===== src/rtl/fifo_write_arbiter.sv =====
// rtl/fifo_write_arbiter.sv - round-robin burst arbiter sharing one FIFO write port
module fifo_write_arbiter #(
    parameter int NREQ  = 4,
    parameter int WIDTH = 32,
    parameter int BURST = 4,
    localparam int GW   = (NREQ > 1) ? $clog2(NREQ) : 1
) (
    input  logic                  clk,
    input  logic                  rst_n,
    input  logic [NREQ-1:0]       req_valid,
    input  logic [NREQ*WIDTH-1:0] req_data,
    output logic [NREQ-1:0]       req_ready,
    input  logic                  fifo_full,
    output logic                  fifo_w_en,
    output logic [WIDTH-1:0]      fifo_data_in,
    output logic [GW-1:0]         grant_id,
    output logic                  grant_valid
);

    localparam logic [0:0] IDLE  = 1'b0;
    localparam logic [0:0] GRANT = 1'b1;

    localparam logic [3:0]    LAST_BEAT = 4'(BURST - 1);
    localparam logic [GW-1:0] LAST_INIT = GW'(NREQ - 1);

    logic [0:0]    state_q, state_d;
    logic [GW-1:0] grant_id_q, grant_id_d;
    logic [GW-1:0] last_grant_q, last_grant_d;
    logic [3:0]    beat_cnt_q, beat_cnt_d;

    logic [GW-1:0] rr_sel;
    logic          rr_found;
    logic          in_grant;
    logic          owner_valid;
    logic          transfer;

    // Search starts one past the previous owner so every requester gets a turn.
    always_comb begin
        rr_sel   = '0;
        rr_found = 1'b0;
        for (int k = 1; k <= NREQ; k++) begin
            if (!rr_found && req_valid[(int'(last_grant_q) + k) % NREQ]) begin
                rr_found = 1'b1;
                rr_sel   = GW'((int'(last_grant_q) + k) % NREQ);
            end
        end
    end

    assign in_grant     = (state_q == GRANT);
    assign owner_valid  = req_valid[grant_id_q];
    assign transfer     = in_grant & owner_valid & ~fifo_full;

    assign fifo_w_en    = transfer;
    assign grant_valid  = in_grant;
    assign grant_id     = grant_id_q;
    assign fifo_data_in = req_data[grant_id_q*WIDTH +: WIDTH];

    always_comb begin
        req_ready = '0;
        if (in_grant) begin
            req_ready[grant_id_q] = ~fifo_full;
        end
    end

    always_comb begin
        state_d      = state_q;
        grant_id_d   = grant_id_q;
        last_grant_d = last_grant_q;
        beat_cnt_d   = beat_cnt_q;
        case (state_q)
            IDLE: begin
                if (rr_found) begin
                    state_d    = GRANT;
                    grant_id_d = rr_sel;
                    beat_cnt_d = '0;
                end
            end
            default: begin
                if (!owner_valid) begin
                    state_d      = IDLE;
                    last_grant_d = grant_id_q;
                    beat_cnt_d   = '0;
                end else if (transfer) begin
                    if (beat_cnt_q == LAST_BEAT) begin
                        state_d      = IDLE;
                        last_grant_d = grant_id_q;
                        beat_cnt_d   = '0;
                    end else begin
                        beat_cnt_d = beat_cnt_q + 4'd1;
                    end
                end
            end
        endcase
    end

    always_ff @(posedge clk or negedge rst_n) begin
        if (!rst_n) begin
            state_q      <= IDLE;
            grant_id_q   <= '0;
            last_grant_q <= LAST_INIT;
            beat_cnt_q   <= '0;
        end else begin
            state_q      <= state_d;
            grant_id_q   <= grant_id_d;
            last_grant_q <= last_grant_d;
            beat_cnt_q   <= beat_cnt_d;
        end
    end

endmodule


===== config.mk =====
export PLATFORM = sky130hd
export DESIGN_NAME = fifo_write_arbiter
export DESIGN_NICKNAME = d
export VERILOG_FILES = /design/src/rtl/fifo_write_arbiter.sv
export SDC_FILE = /design/constraint.sdc
export NUM_CORES = 1
export LEC_CHECK = 0
export CAP_MARGIN = 15
export CORE_UTILIZATION = 23
export CTS_CLUSTER_SIZE = 30
export DETAILED_ROUTE_END_ITERATION = 7
export PLACE_DENSITY = 0.74
export SLEW_MARGIN = 20
export SYNTH_ARGS = -nofsm -noshare
export SYNTH_HDL_FRONTEND = slang
export SYNTH_SLANG_ARGS = --single-unit
export TNS_END_PERCENT = 1

===== constraint.sdc =====
create_clock -name clk -period 1.75 [get_ports clk]
set_clock_uncertainty 0.2 [all_clocks]
set_input_delay 0.35 -clock clk [delete_from_list [all_inputs] [get_ports clk]]
set_output_delay 0.35 -clock clk [all_outputs]
set_load 0.01 [all_outputs]

==> flow_metrics.py <==
metrics = {
    "finish": {
        "layout_commonest_cell": "clkdlybuf4s50_1",
        "antenna_cells": 0,
        "final_cells": 368,
        "final_cell_mix": "clkdlybuf4s50_1 (133), mux4_2 (33), buf_2 (22), buf_6 (20), buf_4 (19)",
        "drive_gt1_frac": 0.392,
        "area_delta_synth_final_pct": 157,
        "nNetsFinal": 433,
        "fillers": 477,
    },
    "sta": {
        "slew_headroom": 0.744,
        "maxSlewViolCount": 0,
        "finalSetupViolCount": 42,
        "grt_setup_unrepaired": "true",
        "worstMarginPinSlew_ns": 0.383,
        "finalHoldViolCount": 0,
        "max_clock_freq_ghz": 0.459,
        "fin_ws_ns": -0.427,
        "period_needed_ns": 2.18,
        "fin_crit_sh": 1.24,
    },
    "cts": {
        "clock_latency_ns": 0.23,
        "h-tree-depth": 1,
        "cts_tree": "done",
        "clkTransAtPathRegs_ns": 0.05,
        "clk_path_buf_depth": 2,
        "clock-sinks": 9,
        "cts_root_buf": "clkbuf_8",
        "hold_buffers": 0,
        "cts_made_buffers": 3,
    },
    "placed_design": {
        "hpwl_um": 5670,
        "port_buffers": 174,
        "place_congestion": 0.781,
        "pre_cts_ws_ns": -0.756,
        "placed_cells": 356,
    },
    "synth": {
        "syn_area_per_cell_um2": 13.8,
        "ys_warn_count": 0,
        "synth_area_um2": 1340,
        "synth_cells": 97,
        "synth_nets": 233,
        "yosysSeqAreaShare": 0.170,
        "ys_ff_latch": 9,
        "synth_cell_types": 36,
    },
    "detailed_routing": {
        "drtIter0Drc": 32,
        "dr.pass1.iters": 4,
        "vias": 1807,
        "wl_per_cell_um": 18.5,
        "routed_wl_um": 6790,
        "avgViaCountPerCell": 4.91,
        "drc": 0,
        "drtAntennaViolNets": 0,
    },
    "die": {
        "coreArea_um2": 5570,
        "floorplan.initialDensity": 0.241,
        "ios": 175,
        "die_h_um": 78.4,
        "rows": 27,
        "die_area_um2": 6140,
        "die_x_um": 78.4,
    },
    "outcome": {
        "violations": "negative setup slack",
        "status": "complete, but fails checks",
    },
    "worst_setup_path": {
        "cp.required_ns": 1.20,
        "worstSetupEndpointType": "output pin",
        "cp_max_fo": 3,
        "cp-start-kind": "flip-flop",
        "arrival_ns": 1.63,
        "rrSetupSlack_ns": -0.33,
        "path_class": "flip-flop to output pin",
    },
    "global_route": {
        "use_met1": 0.241,
        "antenna_found_initial": 0,
        "groute.layer.met2.usage": 0.413,
        "grt_max_degree": 24,
        "track_usage": 0.218,
        "grt_pass1_vias": 1894,
        "met3_usage": 0.0465,
        "globalRoute.busiestLayer": "met2",
        "overflow": 0,
        "grt_pass1_wl_um": 10100,
    },
    "power": {
        "ir_worst_vdd_v": 0.000960,
        "p_leak_nw": 1.39,
        "cellPowerDensity_nw_per_um2": 1170,
    },
    "run": {
        "maxCapViolCount": 0,
    },
    "hold_path": {
        "worstHoldPathType": "input pin to async pin",
    },
}
[worst max-delay path, cell delays in order (launching register included)]
cell and delay, ns:
dfrtp_2 0.38, buf_6 0.12, buf_6 0.09, mux4_2 0.52, and2_4 0.17, buf_6 0.11
[per-layer routing]
metal / share of wire / wire length, um
met5: 0 / 0
met4: 0.027 / 183
met3: 0.070 / 475
met2: 0.54 / 3690
met1: 0.36 / 2440
[where the power goes]
| group | internal [W] | switching [W] |
|---|---|---|
| registers | 0.000304 | 0.0000932 |
| clock network | 0.000156 | 0.0000896 |
| logic | 0.00209 | 0.00130 |
[final cells by class]
cell class,count,area [um2],share of cell area
clock buffer,3,41.3,0.0120
clock inverter,1,5.00,0.00145
inverter,3,11.3,0.00327
multi-input combinational,77,1100,0.321
sequential,9,230,0.0668
tap,72,90.1,0.0262
timing repair buffer,203,1960,0.570
[per-stage QoR]
stage | instance area [um2] | util | TNS (ns) | hold WS, ns | total power, W
6_report | 3440 | 0.618 | -12.80 | 0.202 | 0.00404
4_1_cts | 3380 | 0.606 | -13.41 | 0.217 | 0.00393
3_5_place_dp | 3330 | 0.597 | -22.77 | 0.402 | 0.00365
5_1_grt | 3440 | 0.618 | -15.16 | 0.238 | 0.00429
3_3_place_gp | 3330 | 0.597 | -22.19 | 0.393 | 0.00361
2_1_floorplan | 1370 | - | -1.69 | -0.146 | 0.00207
[flip-flops by register name, indices dropped and copies added, names as in the netlist]
register      cells
grant_id          2
beat_cnt_q        4
last_grant_q      2
grant_valid       1
[what timing repair did]
item	4_1_cts	5_1_grt
endpoints found under the hold margin	0	0
buffers inserted	6	0
cloned	2	0
gates resized for setup	176	10
pin swaps	3	0
setup endpoints to repair	47	44
[cells in the mapped netlist]
cell       n  area share
a21o_1     1      0.0056
o211ai_1   2       0.011
buf_4      2       0.011
a21oi_1    1      0.0037
buf_2      2      0.0075
nor4_2     1      0.0093
a22o_1     3       0.020
mux4_2    33        0.55
and3_1     2      0.0093
nand2b_1   1      0.0047
nand4_1    1      0.0047
o21ba_2    1      0.0075
a31o_1     1      0.0065
mux2i_1    1      0.0075
nand2_1    2      0.0056
clkbuf_1   3      0.0084
nor3_1     1      0.0037
and2_1     2      0.0093
o31ai_1    1      0.0056
and3b_1    3       0.020
o21ai_0    1      0.0037
buf_1      1      0.0028
ha_1       1      0.0093
mux2_1     2       0.017
nor4_1     1      0.0047
dfrtp_1    7        0.13
a31oi_1    2      0.0093
or4b_1     1      0.0075
a21oi_2    1      0.0065
inv_1      3      0.0084
dfstp_2    2       0.039
nand4b_1   1      0.0065
a22oi_1    2       0.011
o21ai_1    1      0.0037
nor2b_1    3       0.014
nor2_1     4       0.011
[kinds of logic (layout without fill, tap and decap cells)]
family,after synthesis,after routing,share of synthesized area
adder cells (fa/ha/maj),1,1,0.00933
buffers and inverters,11,210,0.0382
flip-flops,9,9,0.170
AND/OR/NAND/NOR,23,23,0.110
multiplexers,36,36,0.578
AO/OA/AOI/OAI,17,17,0.0942
[final timing paths]
path | start | endpoint | cells after the start
max | grant_id[0] | fifo_w_en | 5
min reg2reg | beat_cnt_q[0] | beat_cnt_q[0] | 2
max reg2reg | grant_id[0] | beat_cnt_q[0] | 6
min | rst_n | beat_cnt_q[1] | 1
min in group clk | beat_cnt_q[0] | beat_cnt_q[0] | 2
max in group asynchronous | rst_n | last_grant_q[1] | 1
(Power assumes the default switching activity.)
